$ cat src/rtl/bist_pkg.sv
// rtl/bist_pkg.sv - shared BIST state encoding and default MISR constants
package bist_pkg;

    typedef enum logic [2:0] {
        ST_IDLE,
        ST_CLEAR,
        ST_APPLY,
        ST_CAPTURE,
        ST_COMPARE,
        ST_DONE
    } bist_state_t;

    // Also consumed by the TAP instruction decoder, so keep them in one place.
    localparam logic [15:0] BIST_POLY       = 16'h1021;
    localparam logic [15:0] BIST_SEED       = 16'hFFFF;
    localparam logic [15:0] BIST_GOLDEN_SIG = 16'h0000;

endpackage

$ cat src/rtl/bist_misr.sv
// rtl/bist_misr.sv - multiple-input signature register compressing CUT responses
module bist_misr
    import bist_pkg::*;
#(
    parameter int               SIG_W = 16,
    parameter logic [SIG_W-1:0] POLY  = BIST_POLY,
    parameter logic [SIG_W-1:0] SEED  = BIST_SEED
) (
    input  logic             clk,
    input  logic             res,
    input  logic             load_seed,
    input  logic             shift_en,
    input  logic [SIG_W-1:0] din,
    output logic [SIG_W-1:0] sig
);

    always_ff @(posedge clk) begin
        if (res || load_seed) begin
            sig <= SEED;
        end else if (shift_en) begin
            sig <= {sig[SIG_W-2:0], 1'b0} ^ (sig[SIG_W-1] ? POLY : '0) ^ din;
        end
    end

endmodule

$ cat src/rtl/bist_controller.sv
// rtl/bist_controller.sv - BIST sequencer: pattern counter control, MISR capture, golden compare
// Optional BIST_CTRL_LOOP_EN adds loop input and fail_sticky output for continuous burn-in runs.
module bist_controller
    import bist_pkg::*;
#(
    parameter int               CNT_W         = 8,
    parameter int               SIG_W         = 16,
    parameter int unsigned      LAST_PATTERN  = 8'hFF,
    parameter int               SETTLE_CYCLES = 1,
    parameter logic [SIG_W-1:0] POLY          = BIST_POLY,
    parameter logic [SIG_W-1:0] SEED          = BIST_SEED,
    parameter logic [SIG_W-1:0] GOLDEN_SIG    = BIST_GOLDEN_SIG
) (
    input  logic             clk,
    input  logic             res,
    input  logic             start,
    input  logic             abort,
    input  logic [CNT_W-1:0] counter_val,
    input  logic [SIG_W-1:0] cut_resp,
`ifdef BIST_CTRL_LOOP_EN
    input  logic             loop,
    output logic             fail_sticky,
`endif
    output logic             cnt_res,
    output logic             cnt_incr_en,
    output logic             busy,
    output logic             done,
    output logic             pass,
    output logic [SIG_W-1:0] signature
);

    localparam int               SET_W       = (SETTLE_CYCLES > 1) ? $clog2(SETTLE_CYCLES) : 1;
    localparam logic [SET_W-1:0] SETTLE_LAST = SET_W'(SETTLE_CYCLES - 1);
    localparam logic [CNT_W-1:0] LAST_VAL    = CNT_W'(LAST_PATTERN);

    bist_state_t      state, state_nxt;
    logic [SET_W-1:0] settle_cnt;
    logic             fault;
    logic             cnt_last, cnt_over, settle_done, run_ok;

    assign cnt_last    = (counter_val == LAST_VAL);
    assign cnt_over    = (counter_val > LAST_VAL);
    assign settle_done = (settle_cnt == SETTLE_LAST);
    assign run_ok      = (signature == GOLDEN_SIG) && !fault;

    always_ff @(posedge clk) begin
        if (res || abort) begin
            state <= ST_IDLE;
        end else begin
            state <= state_nxt;
        end
    end

    always_comb begin
        state_nxt = state;
        case (state)
            ST_IDLE:    if (start) state_nxt = ST_CLEAR;
            ST_CLEAR:   state_nxt = ST_APPLY;
            ST_APPLY:   if (settle_done) state_nxt = ST_CAPTURE;
            ST_CAPTURE: state_nxt = (cnt_last || cnt_over) ? ST_COMPARE : ST_APPLY;
            ST_COMPARE: state_nxt = ST_DONE;
`ifdef BIST_CTRL_LOOP_EN
            ST_DONE:    if (start || loop) state_nxt = ST_CLEAR;
`else
            ST_DONE:    if (start) state_nxt = ST_CLEAR;
`endif
            default:    state_nxt = ST_IDLE;
        endcase
    end

    // An out-of-range counter value never produces an increment, so the counter cannot wrap.
    assign cnt_res     = (state == ST_IDLE) || (state == ST_CLEAR);
    assign cnt_incr_en = (state == ST_CAPTURE) && !cnt_last && !cnt_over;
    assign busy        = (state == ST_CLEAR) || (state == ST_APPLY) ||
                         (state == ST_CAPTURE) || (state == ST_COMPARE);
    assign done        = (state == ST_DONE);

    always_ff @(posedge clk) begin
        if (res || abort || state == ST_CLEAR) begin
            settle_cnt <= '0;
        end else if (state == ST_APPLY) begin
            settle_cnt <= settle_done ? '0 : settle_cnt + 1'b1;
        end
    end

    // fault remembers a counter overrun so COMPARE can veto an otherwise matching signature.
    always_ff @(posedge clk) begin
        if (res || abort || state == ST_CLEAR) begin
            pass  <= 1'b0;
            fault <= 1'b0;
        end else if (state == ST_CAPTURE && cnt_over) begin
            fault <= 1'b1;
        end else if (state == ST_COMPARE) begin
            pass <= run_ok;
        end
    end

`ifdef BIST_CTRL_LOOP_EN
    always_ff @(posedge clk) begin
        if (res || abort) begin
            fail_sticky <= 1'b0;
        end else if (state == ST_COMPARE && !run_ok) begin
            fail_sticky <= 1'b1;
        end
    end
`endif

    bist_misr #(
        .SIG_W (SIG_W),
        .POLY  (POLY),
        .SEED  (SEED)
    ) u_misr (
        .clk       (clk),
        .res       (res),
        .load_seed (abort || state == ST_CLEAR),
        .shift_en  (state == ST_CAPTURE),
        .din       (cut_resp),
        .sig       (signature)
    );

endmodule

$ cat config.mk
export PLATFORM = sky130hd
export DESIGN_NAME = bist_controller
export DESIGN_NICKNAME = d
export VERILOG_FILES = /design/src/rtl/bist_pkg.sv /design/src/rtl/bist_misr.sv /design/src/rtl/bist_controller.sv
export SDC_FILE = /design/constraint.sdc
export NUM_CORES = 1
export LEC_CHECK = 0
export CAP_MARGIN = 20
export CELL_PAD_IN_SITES_DETAIL_PLACEMENT = 0
export CELL_PAD_IN_SITES_GLOBAL_PLACEMENT = 2
export CORE_MARGIN = 3
export CORE_UTILIZATION = 20
export DETAILED_ROUTE_END_ITERATION = 7
export MAX_ROUTING_LAYER = met4
export PLACE_DENSITY = 0.8
export SLEW_MARGIN = 10
export SYNTH_ARGS = -nofsm -noshare
export SYNTH_HDL_FRONTEND = slang
export SYNTH_SLANG_ARGS = --single-unit
$ cat constraint.sdc
create_clock -name clk -period 1.05 [get_ports clk]
set_input_delay 0.105 -clock clk [delete_from_list [all_inputs] [get_ports clk]]
set_output_delay 0.105 -clock clk [all_outputs]
set_load 0.005 [all_outputs]
======== Word level (Yosys, flattened, before mapping) ========
Index checks and enable logic that the tools add are counted.
cells by class
  add/sub/neg operators ................... 1
  order comparisons ....................... 1
  eq/ne operators ......................... 8
  muxes and demuxes ....................... 6
  bitwise operators ....................... 3
  reduce and logical (&&, ||, !) cells .... 21
operators with widths
  operator                                               count
  XOR 16 bit                                             2
  zero test 16 bit                                       1
  case mux 3 bit (5 select lines)                        1
  2-to-1 mux 13 bit                                      1
  logical OR 1 bit                                       9
  2-to-1 mux 3 bit                                       3
  equality test 8 bit, second input constant             1
  greater-than comparator 8 bit, second input constant   1
  equality test 3 x 2 -> 1 bit, second input constant    2
  equality test 3 bit, second input constant             2
  logical AND 1 bit                                      4
  AND reduction 2 bit                                    2
  equality test 3 x 1 -> 1 bit, second input constant    1
  zero test 1 bit                                        3
  zero test 3 bit                                        1
  inequality test 2 x 1 -> 1 bit, second input constant  1
  inequality test 2 bit, second input constant           1
  OR reduction 2 bit                                     1
  adder 1 bit, second input constant                     1
  2-to-1 mux 1 bit                                       1
  inverter 1 bit                                         1
storage, ports and cells
  register bits after elaboration ......... 22

======== Logic depth before layout (Yosys ltp) ========
  depth in word-level cells ............... 4
  gate-level depth with buffers ........... 6
  depth with buffers taken out ............ 3

======== Hierarchy ========
Synthesis repeated with hierarchy kept, for this count alone.
unflattened totals
  cells, all modules ...................... 108
  area, all modules ....................... 1,034.7 sq um
by module, submodules not included
  module           times used  cells an instance  area each (sq um)
  bist_misr        1           69                 743.2
  bist_controller  1           39                 291.5

======== Worst setup path before layout ========
OpenSTA, ideal clock, no wires.
  path kind ............................... flip-flop to flip-flop
  start ................................... register state[0]
  end ..................................... register u_misr.sig[15]
  setup time .............................. 0.129 ns
  arrival time ............................ 0.968 ns
  required time ........................... 0.921 ns
  slack ................................... -0.047 ns
  stages on the path, launching flop included .. 7
  buffers on the path ..................... 3
  period minus slack after synthesis ...... 1.097 ns
  cells stage by stage .................... dfxtp_1 > buf_6 > nor2b_4 > buf_6 > buf_6 > o22ai_1 > nand2_1
on the way
  word-level cells in the longest chain between the ends .. 3
RTL lines
  what                          RTL line                text
  from (decl)                   bist_controller.sv:36   bist_state_t state, state_nxt;
  from (signal assigned)        bist_controller.sv:50   state <= state_nxt;
  equality test 3 x 1 -> 1 bit  bist_controller.sv:115  .load_seed (abort || state == ST_CLEAR),
  logical OR 1 bit              bist_controller.sv:115
  logical OR 1 bit              bist_misr.sv:18         if (res || load_seed) begin
  to (signal assigned)          bist_misr.sv:21         sig <= {sig[SIG_W-2:0], 1'b0} ^ (sig[SIG_W-1] ? POLY : '0) ^ din;
  to (decl)                     bist_misr.sv:14         output logic [SIG_W-1:0] sig
Several ways; a longest one is shown, not always the timed one.
A chain may end at the register's enable or synchronous reset.

======== Final worst setup path ========
Same ends and word-level chain as after synthesis.

==> results.sh <==
export IMPL_worst_slew_margin_rel_pct=82.58
export IMPL_synthesized_area_per_cell_um2=9.213
export IMPL_syn_area_um2=1013
export IMPL_worstPathArrival_ps=1360
export IMPL_yosysTopAreaCellShare_pct=39.51
export IMPL_power_per_cell_area_nw_per_um2=719.3
export IMPL_netlist_cell_type_count=27
export IMPL_detail_route_first_pass_iterations=4
export IMPL_number_of_violations_reported_at_the_end_of_detailed_routing_iteration_0=36
export IMPL_finalClockSkew_ps=4.705
export IMPL_antenna_violating_nets_post_route=0
export IMPL_synth_adder_area_share_pct=0
export IMPL_place_detailed_hpwl_um=2357
export IMPL_area_of_the_multi_input_gates_um2=747.0
export IMPL_min_period_ps=1202
export IMPL_cts_htree_levels=1
export IMPL_grt_util_all_layers_pct=12.86
export IMPL_totalPowerFinal_w=0.001624
export IMPL_post_cts_hold_buffer_count=0
export IMPL_finalInstanceArea_um2=2257
export IMPL_gp_congestion=0.7962
export IMPL_grt_use_met3_pct=2.700
export IMPL_synth_top_family_by_area="simple AND/OR/NAND/NOR gates"
export IMPL_clk_pin_slew_worst_paths_ps=80
export IMPL_grt_util_met2_pct=23.49
export IMPL_min_period_over_period_pct=114.5
export IMPL_globalRoute_busiestLayer="met2"
export IMPL_timing_setup_critical_path_class="reg2reg"
export IMPL_status="finished, violations left"
export IMPL_cts_buffers_inserted=3
export IMPL_antenna_found_initial=0
export IMPL_synth_warning_count=0
export IMPL_worst_hold_path_type="in2reg"
export IMPL_postLayoutCoreUtil_pct=46.86
export IMPL_io_pin_count=49
export IMPL_synth_seq_cells=20
export IMPL_area_fraction_in_compound_gates_after_synthesis_pct=15.68
export IMPL_worstPathRequired_ps=1200
export IMPL_yosys_top_cells_area="dfxtp_1, xor2_1, o22ai_1"
export IMPL_tritoncts="yes"
export IMPL_power_ir_vdd_worst_mv=0.5002
export IMPL_holdWs_ps=487.4
export IMPL_use_met1_pct=13.68
export IMPL_drc=0
export IMPL_setup_ws_ps=-151.9
export IMPL_failed_checks="negative setup slack"
export IMPL_finalHoldViolCount=0
export IMPL_rsz_0062_raised_after_global_routing="yes"
export IMPL_overflow=0
export IMPL_fp_row_count=25
export IMPL_placeableCoreArea_um2=4817
export IMPL_worst_skew_pair_late_latency_ps=260
export IMPL_cap_violations=0
export IMPL_flip_flop_and_latch_area_um2=440.4
export IMPL_share_of_the_synthesized_netlist_area_taken_by_xor_and_xnor_gates_pct=18.27
export IMPL_finalMaxSlewViolations=0
export IMPL_fp_dieArea_um2=5958
export IMPL_detail_route_wl_per_cell_um=13.69
export IMPL_yosys_area_share_simple_pct=19.14
export IMPL_nets=236
export IMPL_grt_start_max_net_pins=12
export IMPL_antennaDiodeCount=0
export IMPL_fp_dieW_um=77.19
export IMPL_initial_core_util_pct=21.04
export IMPL_synth_top_cell_by_area="dfxtp_1"
export IMPL_io_buffers=48
export IMPL_netlist_instances=110
export IMPL_yosysSeqAreaShare_pct=39.51
export IMPL_critical_path_startpoint_type="flop"
export IMPL_numClockSinks=20
export IMPL_crit_path_max_fanout=7
export IMPL_final_setup_viol_count=23
export IMPL_fmax_ghz=0.8320
export IMPL_postRouteWirelength_um=3751
export IMPL_first_pass_grt_wire_length_um=5947
export IMPL_grt_pass1_vias=1258
export IMPL_worst_pin_slew_ps=260.4
export IMPL_syn2layout_area_growth_pct=122.7
export IMPL_route_vias_total=1185
export IMPL_placement_cell_area_um2=1762
export IMPL_clockRootBuffer="clkbuf_8"
export IMPL_maximum_count_of_clock_buffers_along_a_single_path=2
export IMPL_avgViaCountPerCell=4.325
export IMPL_drive_above_1_share_pct=54.11
export IMPL_post_synthesis_net_count=138
export IMPL_critical_path_endpoint_category="flop"
export IMPL_die_height_um=77.19
export IMPL_fillerInstances=476
export IMPL_synthMuxAreaShare_pct=0
export IMPL_p_leak_nw=0.9384
registers in the layout, indices dropped and copies added (netlist names):
name        count
pass            1
state           3
u_misr.sig     16
synth_stat cells, drive strengths merged:
cell type / instances
nor2: 10
and3: 2
nor3: 2
o21a: 1
inv: 1
o211ai: 1
o21ai: 4
xnor3: 2
o31ai: 1
nor4: 3
a311oi: 1
o22ai: 14
nor2b: 1
xor2: 14
buf: 8
clkbuf: 1
nand2b: 1
xnor2: 2
a21boi: 1
nand4: 3
nand2: 15
nand3b: 1
dfxtp: 20
a21oi: 1
path summary, 6_finish.rpt:
path | start | cells after the start | slack (ps) | end
worst min register to register | pass$_SDFFE_PP0N_ | 2 | 500 | pass$_SDFFE_PP0N_
worst max register to register | state[0]$_SDFFE_PP0P_ | 6 | -150 | u_misr.sig[15]$_SDFFE_PP1P_
worst min-delay path | res | 4 | 490 | state[1]$_SDFFE_PP0P_
worst max-delay path | state[0]$_SDFFE_PP0P_ | 6 | -150 | u_misr.sig[15]$_SDFFE_PP1P_
worst max-delay path, cell delays in order, from the launching register on:
cell      delay (ps)
dfxtp_4          390
buf_6            120
nand3b_4         100
buf_6            140
buf_16           140
o22ai_2          130
nand2_1           70
repair_timing:
| action | 4_1_cts | 5_1_grt |
|---|---|---|
| pin swaps | 24 | 22 |
| cloned | 2 | 0 |
| setup endpoints to repair | 40 | 26 |
| setup buffers | 15 | 8 |
| resized for setup | 103 | 33 |
final cells by class:
cell class | instances | share of cell area, %
inverters | 1 | 0.1663
well taps | 67 | 3.714
multi-input cells | 80 | 33.09
repair buffers | 102 | 41.08
clock buffers | 4 | 2.439
flip-flops and latches | 20 | 19.51
cells in the final DEF, fill, tap and decap left out, types with 3 or more instances in the layout:
master,Yosys,layout
nand2_1,15,15
nand4_1,3,3
dfxtp_2,0,11
nor4_4,0,3
o22ai_4,0,4
o22ai_2,0,10
clkdlybuf4s50_1,0,20
buf_6,4,17
clkbuf_8,0,4
dlygate4sd2_1,0,16
buf_2,3,4
clkdlybuf4s15_1,0,4
buf_4,1,37
xor2_1,14,14
nor2_1,10,6
dfxtp_4,0,7
logic make-up (layout without fill, tap and decap cells):
| group | after synthesis | in the layout |
|---|---|---|
| compound gates | 24 | 24 |
| xor+xnor | 18 | 18 |
| buf+inv | 10 | 107 |
| flops | 20 | 20 |
| simple gates | 38 | 38 |
metal layers:
layer | up-vias | part of all wire [%]
met5 | - | 0
met4 | 0 | 1.7
met3 | 6 | 4.3
met2 | 41 | 53
met1 | 556 | 41
li1 | 582 | -
power breakdown:
group	total (W)	internal (W)	switching (W)
registers	0.000750	0.000745	0.00000586
clock network	0.000610	0.000334	0.000275
logic	0.000264	0.000165	0.0000981
through the flow:
stage | setup TNS, ps | std cells | setup WS (ps)
after floorplan | -492.5 | 110 | -47.02
after global placement | -4546 | 250 | -405.9
after detailed placement | -5112 | 250 | -418.2
after CTS | -1606 | 270 | -167.1
after global routing | -3162 | 274 | -205.0
final | -1881 | 274 | -151.9
No activity file was read; power rests on OpenSTA's default activity.
